File: src/rtl/mips_pkg.sv
// mips_pkg
//   Shared constants for the MIPS core memory path.
//   - ADDR_W_DEF / DATA_W_DEF : default word-address and data widths
//   - OWN_NONE / OWN_IF / OWN_D : owner of the read response due next cycle
//   - OP_LW / OP_SW : load/store primary opcodes, shared with the pipeline decode
package mips_pkg;

  localparam int ADDR_W_DEF = 10;
  localparam int DATA_W_DEF = 32;

  typedef logic [1:0] own_t;

  localparam own_t OWN_NONE = 2'd0;
  localparam own_t OWN_IF   = 2'd1;
  localparam own_t OWN_D    = 2'd2;

  localparam logic [5:0] OP_LW = 6'b100011;
  localparam logic [5:0] OP_SW = 6'b101011;

endpackage

File: src/rtl/mips_mem_arbiter_streak_ctr.sv
// arb_streak_ctr
//   Saturating counter tracking consecutive data grants while fetch waits.
//   Ports:
//     clk    in  clock
//     rst    in  asynchronous active-high reset
//     inc    in  count one more data grant (ignored once saturated)
//     clr    in  clear the count (has priority over inc)
//     at_max out count has reached MAX
module arb_streak_ctr #(
  parameter int MAX = 4
) (
  input  logic clk,
  input  logic rst,
  input  logic inc,
  input  logic clr,
  output logic at_max
);

  localparam int W = (MAX < 1) ? 1 : $clog2(MAX + 1);
  localparam logic [W-1:0] MAX_V = W'(MAX);

  logic [W-1:0] count_reg;
  logic [W-1:0] count_next;

  always_comb begin
    count_next = count_reg;
    if (clr) begin
      count_next = '0;
    end else if (inc && (count_reg != MAX_V)) begin
      count_next = count_reg + 1'b1;
    end
  end

  always_ff @(posedge clk or posedge rst) begin
    if (rst) begin
      count_reg <= '0;
    end else begin
      count_reg <= count_next;
    end
  end

  assign at_max = (count_reg == MAX_V);

endmodule

File: src/rtl/mips_mem_arbiter.sv
// mips_mem_arbiter
//   Shares one single-port synchronous RAM (registered address, 1-cycle read
//   latency) between instruction fetch and the memory stage. Grants are
//   combinational and same-cycle; read data is routed back to its owner one
//   cycle after the grant. Data requests win conflicts (older instruction).
//
//   Build option: define ARB_FAIRNESS_EN to let fetch win after MAX_STREAK
//   consecutive data grants taken while fetch was waiting.
//
//   Ports:
//     arb_in_clk, arb_in_rst         clock, asynchronous active-high reset
//     if_req/if_addr/if_flush        fetch request, PC, branch-taken flush
//     if_gnt/if_rvalid/if_rdata      fetch grant and instruction response
//     d_req/d_we/d_addr/d_wdata      load/store request
//     d_gnt/d_rvalid/d_rdata         data grant and load response
//     mem_addr/mem_data/mem_wren     RAM drive
//     mem_q                          RAM read data (valid cycle after grant)
//     stall_if/stall_mem             hold the losing pipeline stage
module mips_mem_arbiter
  import mips_pkg::*;
#(
  parameter int ADDR_W     = ADDR_W_DEF,
  parameter int DATA_W     = DATA_W_DEF,
  parameter int MAX_STREAK = 4
) (
  input  logic              arb_in_clk,
  input  logic              arb_in_rst,
  input  logic              if_req,
  input  logic [ADDR_W-1:0] if_addr,
  input  logic              if_flush,
  output logic              if_gnt,
  output logic              if_rvalid,
  output logic [DATA_W-1:0] if_rdata,
  input  logic              d_req,
  input  logic              d_we,
  input  logic [ADDR_W-1:0] d_addr,
  input  logic [DATA_W-1:0] d_wdata,
  output logic              d_gnt,
  output logic              d_rvalid,
  output logic [DATA_W-1:0] d_rdata,
  output logic [ADDR_W-1:0] mem_addr,
  output logic [DATA_W-1:0] mem_data,
  output logic              mem_wren,
  input  logic [DATA_W-1:0] mem_q,
  output logic              stall_if,
  output logic              stall_mem
);

  // Response FSM states coincide with the owner encoding.
  localparam logic [1:0] IDLE    = OWN_NONE;
  localparam logic [1:0] RESP_IF = OWN_IF;
  localparam logic [1:0] RESP_D  = OWN_D;

  logic [1:0]        rsp_own_reg,   rsp_own_next;
  logic              cancel_reg,    cancel_next;
  logic [ADDR_W-1:0] last_addr_reg;
  logic [DATA_W-1:0] last_data_reg;
  logic              fetch_wins;

`ifdef ARB_FAIRNESS_EN
  logic streak_at_max;

  arb_streak_ctr #(
    .MAX (MAX_STREAK)
  ) u_streak (
    .clk    (arb_in_clk),
    .rst    (arb_in_rst),
    .inc    (d_gnt & if_req),
    .clr    (~if_req | if_gnt),
    .at_max (streak_at_max)
  );

  assign fetch_wins = streak_at_max;
`else
  logic unused_max_streak;
  assign unused_max_streak = (MAX_STREAK == 0);
  assign fetch_wins = 1'b0;
`endif

  // Grants are masked during reset so nothing reaches the RAM or stalls
  // the pipeline while the core is being reset.
  assign if_gnt    = ~arb_in_rst & if_req & (~d_req | fetch_wins);
  assign d_gnt     = ~arb_in_rst & d_req & ~if_gnt;
  assign stall_if  = ~arb_in_rst & if_req & ~if_gnt;
  assign stall_mem = ~arb_in_rst & d_req & ~d_gnt;

  // With no grant the RAM sees the last granted address/data so the bus
  // stays quiet.
  always_comb begin
    mem_addr = last_addr_reg;
    mem_data = last_data_reg;
    if (d_gnt) begin
      mem_addr = d_addr;
      mem_data = d_wdata;
    end else if (if_gnt) begin
      mem_addr = if_addr;
    end
  end

  assign mem_wren = d_gnt & d_we;

  always_comb begin
    rsp_own_next = IDLE;
    if (if_gnt) begin
      rsp_own_next = RESP_IF;
    end else if (d_gnt && !d_we) begin
      rsp_own_next = RESP_D;
    end
  end

  // A fetch issued during a flush still occupies the RAM but its data is
  // for the wrong path, so remember to drop it.
  assign cancel_next = if_gnt & if_flush;

  always_ff @(posedge arb_in_clk or posedge arb_in_rst) begin
    if (arb_in_rst) begin
      rsp_own_reg   <= IDLE;
      cancel_reg    <= 1'b0;
      last_addr_reg <= '0;
      last_data_reg <= '0;
    end else begin
      rsp_own_reg   <= rsp_own_next;
      cancel_reg    <= cancel_next;
      last_addr_reg <= mem_addr;
      last_data_reg <= mem_data;
    end
  end

  // A flush arriving while the fetch response is on the bus also kills it.
  assign if_rvalid = (rsp_own_reg == RESP_IF) & ~cancel_reg & ~if_flush;
  assign d_rvalid  = (rsp_own_reg == RESP_D);
  assign if_rdata  = if_rvalid ? mem_q : '0;
  assign d_rdata   = d_rvalid  ? mem_q : '0;

endmodule
File: config.mk
export PLATFORM = sky130hd
export DESIGN_NAME = mips_mem_arbiter
export DESIGN_NICKNAME = d
export VERILOG_FILES = /design/src/rtl/mips_pkg.sv /design/src/rtl/mips_mem_arbiter_streak_ctr.sv /design/src/rtl/mips_mem_arbiter.sv
export SDC_FILE = /design/constraint.sdc
export NUM_CORES = 1
export LEC_CHECK = 0
export BUFFER_PORTS_ARGS = -buffer_cell sky130_fd_sc_hd__buf_2
export CORE_AREA = 8 8 136 75
export DETAILED_ROUTE_END_ITERATION = 16
export DIE_AREA = 0 0 144 83
export HOLD_SLACK_MARGIN = 0.03
export PLACE_DENSITY_LB_ADDON = 0.2
export RECOVER_POWER = 25
export SLEW_MARGIN = 5
export SYNTH_ARGS = -nofsm -noshare
export SYNTH_HDL_FRONTEND = slang
export SYNTH_SLANG_ARGS = --single-unit
File: constraint.sdc
create_clock -name arb_in_clk -period 7.4 [get_ports arb_in_clk]
set_input_delay 1.11 -clock arb_in_clk [delete_from_list [all_inputs] [get_ports arb_in_clk]]
set_output_delay 1.11 -clock arb_in_clk [all_outputs]
set_load 0.01 [all_outputs]
Yosys cells after proc, flatten, opt, wreduce, memory -nomap -nowiden
Cells that the tools add are included.
{ "op_classes": {"n_eq_ne": 2, "n_mux": 7, "bitwise_logic": 16, "reduce_logical": 2} }
{ "op_table": {"columns": ["op", "count"], "rows": [
  ["$mux 32", 3],
  ["$mux 10", 2],
  ["$and 1x1->1", 10],
  ["$not 1->1", 6],
  ["$mux 2", 2],
  ["$eq 2x1->1 const B", 1],
  ["$eq 2x2->1 const B", 1],
  ["$logic_and 1x1->1", 1],
  ["$logic_not 1->1", 1]
]} }
{ "word_totals": {"reg_bits": 45, "input_bits": 90, "output_inout_bits": 113, "word_cells": 31} }

Longest topological paths before layout
Gate-level depths: netlist of the first run.
{ "depth": {"depth_word": 8, "ltp_mapped": 5, "ltp_nobuf": 3} }

Least setup slack after synthesis of the first run
Ideal clock, no wire load.
{ "synth_timing": {"path_type": "input to output", "start": "input arb_in_rst", "end": "output mem_addr[2]", "t_arrival_ns": 3.250, "t_required_ns": 6.290, "path_slack_ns": 3.040, "path_stages": 4, "path_buffers": 1, "cell_sequence": "inv_1 -> clkbuf_1 -> o22ai_1 -> a21oi_1"} }
{ "synth_between": {"elab_chain_cells": 6, "word_cells_on_any_way": 8, "classes_between": "mux (2); bitwise (6)"} }
{ "synth_lines": {"columns": ["element", "line_no", "rtl"], "rows": [
  ["from (decl)", "mips_mem_arbiter.sv:27", "input logic arb_in_rst,"],
  ["$not 1->1 *", "mips_mem_arbiter.sv:82, mips_mem_arbiter.sv:83", null],
  ["$and 1x1->1 (2 in a row)", "mips_mem_arbiter.sv:82", "assign if_gnt = ~arb_in_rst & if_req & (~d_req | fetch_wins);"],
  ["$not 1->1", "mips_mem_arbiter.sv:83", "assign d_gnt = ~arb_in_rst & d_req & ~if_gnt;"],
  ["$and 1x1->1", "mips_mem_arbiter.sv:83", null],
  ["$mux 10 *", "mips_mem_arbiter.sv:92", "if (d_gnt) begin"],
  ["to (decl)", "mips_mem_arbiter.sv:41", "output logic [ADDR_W-1:0] mem_addr,"]
]} }
Every way passes the cells marked *; elsewhere a longest branch is shown, timed or not.

Final worst setup path of the first run
{ "layout_timing": {"start": "input arb_in_rst", "end": "output mem_data[1]"} }
{ "layout_between": {"elab_chain_cells": 6, "word_cells_on_any_way": 7, "classes_between": "mux (1); bitwise (6)"} }
{ "layout_lines": {"columns": ["element", "line_no", "rtl"], "rows": [
  ["$not 1->1 *", "mips_mem_arbiter.sv:82, mips_mem_arbiter.sv:83", null],
  ["$and 1x1->1 (2 in a row)", "mips_mem_arbiter.sv:82", null],
  ["$not 1->1", "mips_mem_arbiter.sv:83", null],
  ["$and 1x1->1 *", "mips_mem_arbiter.sv:83", null],
  ["$mux 32 *", "mips_mem_arbiter.sv:92", null],
  ["to (decl)", "mips_mem_arbiter.sv:42", "output logic [DATA_W-1:0] mem_data,"]
]} }
Marks and branches as above.

==> results.sh, run 1 <==
export IMPL_cts_htree_levels=2
export IMPL_drt_wl_total_um=8080
export IMPL_clock_pin_slew_on_the_worst_setup_and_hold_paths_ns=0.06
export IMPL_grt_pass1_vias=2404
export IMPL_failed_checks="capacitance limit, slew limit"
export IMPL_netlist_area_um2=2380
export IMPL_worst_clock_skew_ns=0
export IMPL_coreArea_um2=8320
export IMPL_grt_pass1_wl_um=12800
export IMPL_synth_cell_types=19
export IMPL_grt_start_max_net_pins=58
export IMPL_netlist_top_cell_by_area="dfrtp_1"
export IMPL_critPathLaunchType="input port"
export IMPL_rsz_0062_raised_after_global_routing="false"
export IMPL_num_io_pins=203
export IMPL_power_switching_fraction=0.256
export IMPL_seq_area_frac_synth=0.472
export IMPL_ctsLongestPathBuffers=2
export IMPL_finalCritPeriodShare=0.708
export IMPL_numCtsBuffers=5
export IMPL_antenna_cells_inserted=0
export IMPL_max_slew_worst_pin_slew_ns=2.95
export IMPL_timing_final_crit_period_ns=5.24
export IMPL_synthesis_instances=199
export IMPL_min_to="last_data_reg[19]"
export IMPL_postCtsSetupBuffers=0
export IMPL_most_frequent_standard_cell_in_the_layout_excluding_fill_and_tap_cells="buf_2"
export IMPL_hpwlAfterDp_um=6400
export IMPL_cp_arrival_ns=4.13
export IMPL_fillers=801
export IMPL_startpoint_to_endpoint_class_of_the_critical_path="in2out"
export IMPL_share_clk_of_total_power=0.380
export IMPL_clk_root_buffer_cell="clkbuf_16"
export IMPL_min_delay_path_class="reg2reg"
export IMPL_cp_data_required_time_ns=6.29
export IMPL_layout_drive_gt1_share=0.646
export IMPL_timing_max_transition_violations_final=45
export IMPL_setup_worst_path_end_class="output pin"
export IMPL_wl_per_cell_um=15.8
export IMPL_post_synth_main_area_contributors="dfrtp_1, mux2_4, and2_1"
export IMPL_detail_route_vias_per_cell=4.31
export IMPL_areaGrowthSynthToFinish_pct=52.0
export IMPL_clock_sink_count=45
export IMPL_most_frequent_cells_in_the_layout="buf_2, and2_1, dfrtp_1, mux2_4, o22ai_1"
export IMPL_initial_core_util=0.287
export IMPL_rr_startpoint="last_addr_reg[1]"
export IMPL_totalNegativeSetupSlack_ns=0
export IMPL_drtPass1Iterations=4
export IMPL_routed_via_count=2209
export IMPL_cellPowerDensity_nw_per_um2=211
export IMPL_ant_nets=0
export IMPL_post_cts_resize_count=0
export IMPL_gr_total_overflow=0
export IMPL_drv_max_cap_violation_count=1
export IMPL_largest_register_ff_count=32
export IMPL_outcome="finished, violations left"
export IMPL_sequential_cell_area_um2=1130
export IMPL_timing_hold_ws_ns=0.488
export IMPL_ff2ff_path_depth=2
export IMPL_cts_hold_buffers_added=0
export IMPL_cts_tree="built"
export IMPL_combPwrFrac=0.238
export IMPL_power_report_internal_total_uw=569
export IMPL_leakage_uw=0.00207
export IMPL_die_h_um=83
export IMPL_yosysWarnings=0
export IMPL_clkLatencyLatePin_ns=0.29
export IMPL_placer_congestion_estimate=0.709
export IMPL_synth_fp_nets=289
export IMPL_num_nets_final=484
export IMPL_crit_fanout=44
export IMPL_core_rowCount=24
export IMPL_timing_fmax_mhz=191
export IMPL_combined_area_of_the_multi_input_logic_cells_um2=1130
export IMPL_switchingPower_uw=196
export IMPL_timing_slew_headroom=-0.964
export IMPL_power_frac_seq=0.381
export IMPL_reg2reg_to="last_addr_reg[1]"
export IMPL_grtUsageTotal=0.133
export IMPL_number_of_remaining_drc_errors=0
export IMPL_synthesis_area_per_instance_um2=12.0
export IMPL_reg2reg_slack_ns=6.55
export IMPL_antenna_found_initial=1
export IMPL_design_die_area_um2=12000
export IMPL_setup_viol=0
export IMPL_power_ir_vdd_worst_mv=0.0820
export IMPL_final_hold_viol_count=0
export IMPL_buffer_ports_inserted=201
export IMPL_worst_hold_startpoint="last_data_reg[19]"
export IMPL_chipWidth_um=144
export IMPL_yosys_register_bits=45
export IMPL_hold_path_depth=1
export IMPL_fraction_of_post_synthesis_cell_area_in_the_top_cell_type_by_area=0.472
export IMPL_detailedRoute_firstIterationViolations=63
-- worst max-delay path: stages --
cell and delay, ns:
clkbuf_1 0.13, nand2b_2 0.13, clkbuf_1 2.06, mux2_2 0.50
buf_2 0.14
-- Yosys cell counts, drive strengths merged --
cell type and count:
nor4b 1, dfrtp 45, a21oi 10, conb 1
o22ai 20, clkbuf 4, nand2b 2, mux2 32
clkinv 1, and3 2, inv 2, buf 11
and2b 1, nor2 2, and2 65
-- layer usage --
metal,global-route usage,up-vias,part of all wire
met5,0,-,0.0014
met4,0.0284,2,0.0083
met3,0.0594,11,0.11
met2,0.210,97,0.45
met1,0.164,1033,0.44
li1,-,1066,-
-- area by class of cell --
class	count	area share
clock buffer	5	0.0345
clock inverter	3	0.0190
inverter	3	0.00311
multi-input combinational	136	0.313
sequential	45	0.311
tap	117	0.0404
timing repair buffer	203	0.280
-- how the worst max path moves through the flow --
stage / from / to / slack, ns / depth (start not counted)
final: arb_in_rst / mem_data[1] / 2.16 / 5
after global routing: arb_in_rst / mem_addr[8] / 1.78 / 6
after CTS: if_flush / if_rdata[29] / 3.68 / 4
after detailed placement: if_flush / if_rdata[29] / 3.68 / 4
after global placement: if_flush / if_rdata[28] / 3.72 / 4
after floorplan: arb_in_rst / mem_addr[2] / 3.04 / 4
-- power groups by stage --
stage               clock (µW)  sequential, µW  combinational (µW)
finish                     291             292                 182
global route               310             296                 200
CTS                        300             292                 184
detailed placement           0             296                 183
global placement             0             295                 182
floorplan                    0             292                 106
-- per-stage QoR --
| step | power (µW) | area (µm²) | std cells | utilization | setup WS [ns] |
|---|---|---|---|---|---|
| floorplan | 399 | 2380 | 199 | - | 3.04 |
| global placement | 477 | 3440 | 504 | 0.413 | 3.72 |
| detailed placement | 479 | 3440 | 504 | 0.413 | 3.68 |
| CTS | 776 | 3630 | 512 | 0.437 | 3.68 |
| global route | 807 | 3630 | 512 | 0.436 | 1.78 |
| finish | 765 | 3630 | 512 | 0.436 | 2.16 |
-- kinds of logic after synthesis --
logic type	share of synthesized area
flip-flops	0.472
AND/OR/NAND/NOR	0.204
other	0.00157
buffers and inverters	0.0535
AO/OA/AOI/OAI	0.0735
multiplexers	0.195
Power figures use the tool's default switching activity.
==> run 2: changes to the inputs <==
- ABC_AREA: not set -> 1
- CORE_AREA: 8 8 136 75 -> 8 8 131 72
- DIE_AREA: 0 0 144 83 -> 0 0 139 80
- clock period: 7.4 -> 5.5 ns (I/O delays scaled with it)
==> results.sh, run 2 <==
export IMPL_yosys_register_bits=45
export IMPL_final_hold_viol_count=0
export IMPL_power_ir_vdd_worst_mv=0.108
export IMPL_sequential_cell_area_um2=1130
export IMPL_chipWidth_um=139
export IMPL_timing_final_crit_period_ns=3.47
export IMPL_rsz_0062_raised_after_global_routing="false"
export IMPL_numCtsBuffers=5
export IMPL_combined_area_of_the_multi_input_logic_cells_um2=838
export IMPL_critPathLaunchType="input port"
export IMPL_detailedRoute_firstIterationViolations=123
export IMPL_num_io_pins=203
export IMPL_timing_hold_ws_ns=0.469
export IMPL_clock_pin_slew_on_the_worst_setup_and_hold_paths_ns=0.06
export IMPL_reg2reg_to="last_addr_reg[8]"
export IMPL_buffer_ports_inserted=201
export IMPL_setup_worst_path_end_class="output pin"
export IMPL_core_rowCount=23
export IMPL_seq_area_frac_synth=0.508
export IMPL_cts_hold_buffers_added=0
export IMPL_fillers=813
export IMPL_antenna_cells_inserted=0
export IMPL_ff2ff_path_depth=4
export IMPL_startpoint_to_endpoint_class_of_the_critical_path="in2out"
export IMPL_number_of_remaining_drc_errors=0
export IMPL_cts_tree="built"
export IMPL_fraction_of_post_synthesis_cell_area_in_the_top_cell_type_by_area=0.508
export IMPL_synth_fp_nets=405
export IMPL_crit_fanout=46
export IMPL_clock_sink_count=45
export IMPL_hpwlAfterDp_um=6890
export IMPL_post_synth_main_area_contributors="dfrtp_1, nand2_1, nor2_1"
export IMPL_timing_max_transition_violations_final=0
export IMPL_placer_congestion_estimate=0.772
export IMPL_cp_arrival_ns=2.64
export IMPL_worstPathCellList="clkbuf_1, inv_1, buf_4, nand2_2, nand3_1, nand3_1, buf_2"
export IMPL_critical_path_most_common_cell="nand3_1"
export IMPL_synth_cell_types=13
export IMPL_cp_data_required_time_ns=4.68
export IMPL_postCtsSetupBuffers=0
export IMPL_reg2reg_slack_ns=4.74
export IMPL_crit_cells=7
export IMPL_clkLatencyLatePin_ns=0.28
export IMPL_min_delay_path_class="reg2reg"
export IMPL_max_slew_worst_pin_slew_ns=1.21
export IMPL_largest_register_ff_count=32
export IMPL_ys_flop_type="dfrtp_1"
export IMPL_wl_per_cell_um=14.1
export IMPL_detail_route_vias_per_cell=4.19
export IMPL_leakage_uw=0.00229
export IMPL_drtPass1Iterations=4
export IMPL_ys_async_sr_fraction=1.00
export IMPL_post_cts_resize_count=0
export IMPL_cp_startpoint="arb_in_rst"
export IMPL_yosysWarnings=0
export IMPL_final_core_util=0.446
export IMPL_design_die_area_um2=11100
export IMPL_finalCritPeriodShare=0.630
export IMPL_antenna_found_initial=1
export IMPL_timing_fmax_mhz=289
export IMPL_synthesis_instances=315
export IMPL_path_buf_inv=4
export IMPL_worst_path_dominant_cell_family="simple AND/OR/NAND/NOR gates"
export IMPL_routed_via_count=2548
export IMPL_worst_clock_skew_ns=0
export IMPL_areaGrowthSynthToFinish_pct=54.1
export IMPL_grt_pass1_vias=2521
export IMPL_coreArea_um2=7650
export IMPL_synth_edff_count=0
export IMPL_ant_nets=0
export IMPL_crit_path_max_incr_delay_ns=0.60
export IMPL_gr_total_overflow=0
export IMPL_grt_pass1_wl_um=13500
export IMPL_grtUsageTotal=0.149
export IMPL_placed_area_um2=3260
export IMPL_grt_start_max_net_pins=47
export IMPL_netlist_top_cell_by_area="dfrtp_1"
export IMPL_setup_viol=0
export IMPL_ctsLongestPathBuffers=2
export IMPL_clk_root_buffer_cell="clkbuf_16"
export IMPL_most_frequent_cells_in_the_layout="buf_2, nand2_1, nor2_1, dfrtp_1, inv_1"
export IMPL_netlist_area_um2=2220
export IMPL_totalNegativeSetupSlack_ns=0
export IMPL_most_common_cell_in_the_netlist="nand2_1"
export IMPL_critical_path_slowest_cell="nand2_2"
export IMPL_timing_slew_headroom=0.189
export IMPL_yosys_top_cells_count="nand2_1, nor2_1, dfrtp_1"
export IMPL_drt_wl_total_um=8600
export IMPL_layout_drive_gt1_share=0.411
export IMPL_cts_htree_levels=2
export IMPL_synthesis_area_per_instance_um2=7.04
export IMPL_critical_path_endpoint="mem_addr[3]"
export IMPL_num_nets_final=597
export IMPL_rr_startpoint="last_addr_reg[8]"
export IMPL_most_frequent_standard_cell_in_the_layout_excluding_fill_and_tap_cells="buf_2"
export IMPL_drv_max_cap_violation_count=0
export IMPL_die_h_um=80
export IMPL_initial_core_util=0.290
export IMPL_cellPowerDensity_nw_per_um2=269
export IMPL_final_design_area_no_fill_um2=3420
export IMPL_outcome="completed"
-- run 2: cell types whose count changed in the layout (fill, tap and decap cells not counted), sizes merged, moves of 2 or more --
cell    delta
o22ai     -20
and3       -2
mux2      -32
a21oi      -9
nand2b     -2
inv       +38
nor2      +69
nand3     +19
and2      -65
nand2    +120
-- run 2: report_power, final --
group | leakage (µW) | internal (µW) | total [µW] | switching [µW]
registers | 0.000561 | 370 | 379 | 9.76
clock network | 0.0000810 | 215 | 336 | 121
logic | 0.00165 | 80.4 | 203 | 122
-- run 2: metal layers --
metal  wire length, µm  vias up  global-route usage
li1                  -     1302                   -
met1              3810     1113               0.186
met2              3770      121               0.227
met3               948       10              0.0722
met4                60        2              0.0369
met5                13        -                   0
-- run 2: cells by family (layout without fill, tap and decap cells) --
group,after synthesis,count (layout),synth area share
buf+inv,57,250,0.113
compound gates,1,1,0.00226
simple gates,211,211,0.375
other cells,1,1,0.00169
flops,45,45,0.508
-- run 2: cell type report --
type | count | area share
clock buffers | 6 | 0.0377
clock inverters | 2 | 0.0114
multi-input cells | 213 | 0.245
flip-flops and latches | 45 | 0.330
repair buffers | 202 | 0.295
inverters | 40 | 0.0439
well taps | 100 | 0.0366
-- run 2: how the worst min path moves through the flow --
stage	cells past startpoint	start	endpoint	slack [ns]
floorplan	2	last_data_reg[0]	last_data_reg[0]	0.51
global placement	2	last_data_reg[2]	last_data_reg[2]	0.46
detailed placement	2	last_data_reg[2]	last_data_reg[2]	0.46
CTS	2	last_data_reg[2]	last_data_reg[2]	0.47
global route	2	last_data_reg[10]	last_data_reg[10]	0.49
finish	2	last_data_reg[2]	last_data_reg[2]	0.47
-- run 2: worst min-delay path, stage by stage, from the launching register on --
cell	delay [ns]
dfrtp_1	0.32
nand2_1	0.05
nand2_1	0.07
-- run 2: stage by stage --
step,cells,total power [µW],setup WS (ns)
2_1_floorplan,315,491,2.20
3_3_place_gp,600,590,1.96
3_5_place_dp,600,592,1.95
4_1_cts,608,934,1.95
5_1_grt,608,976,1.74
6_report,608,918,2.03
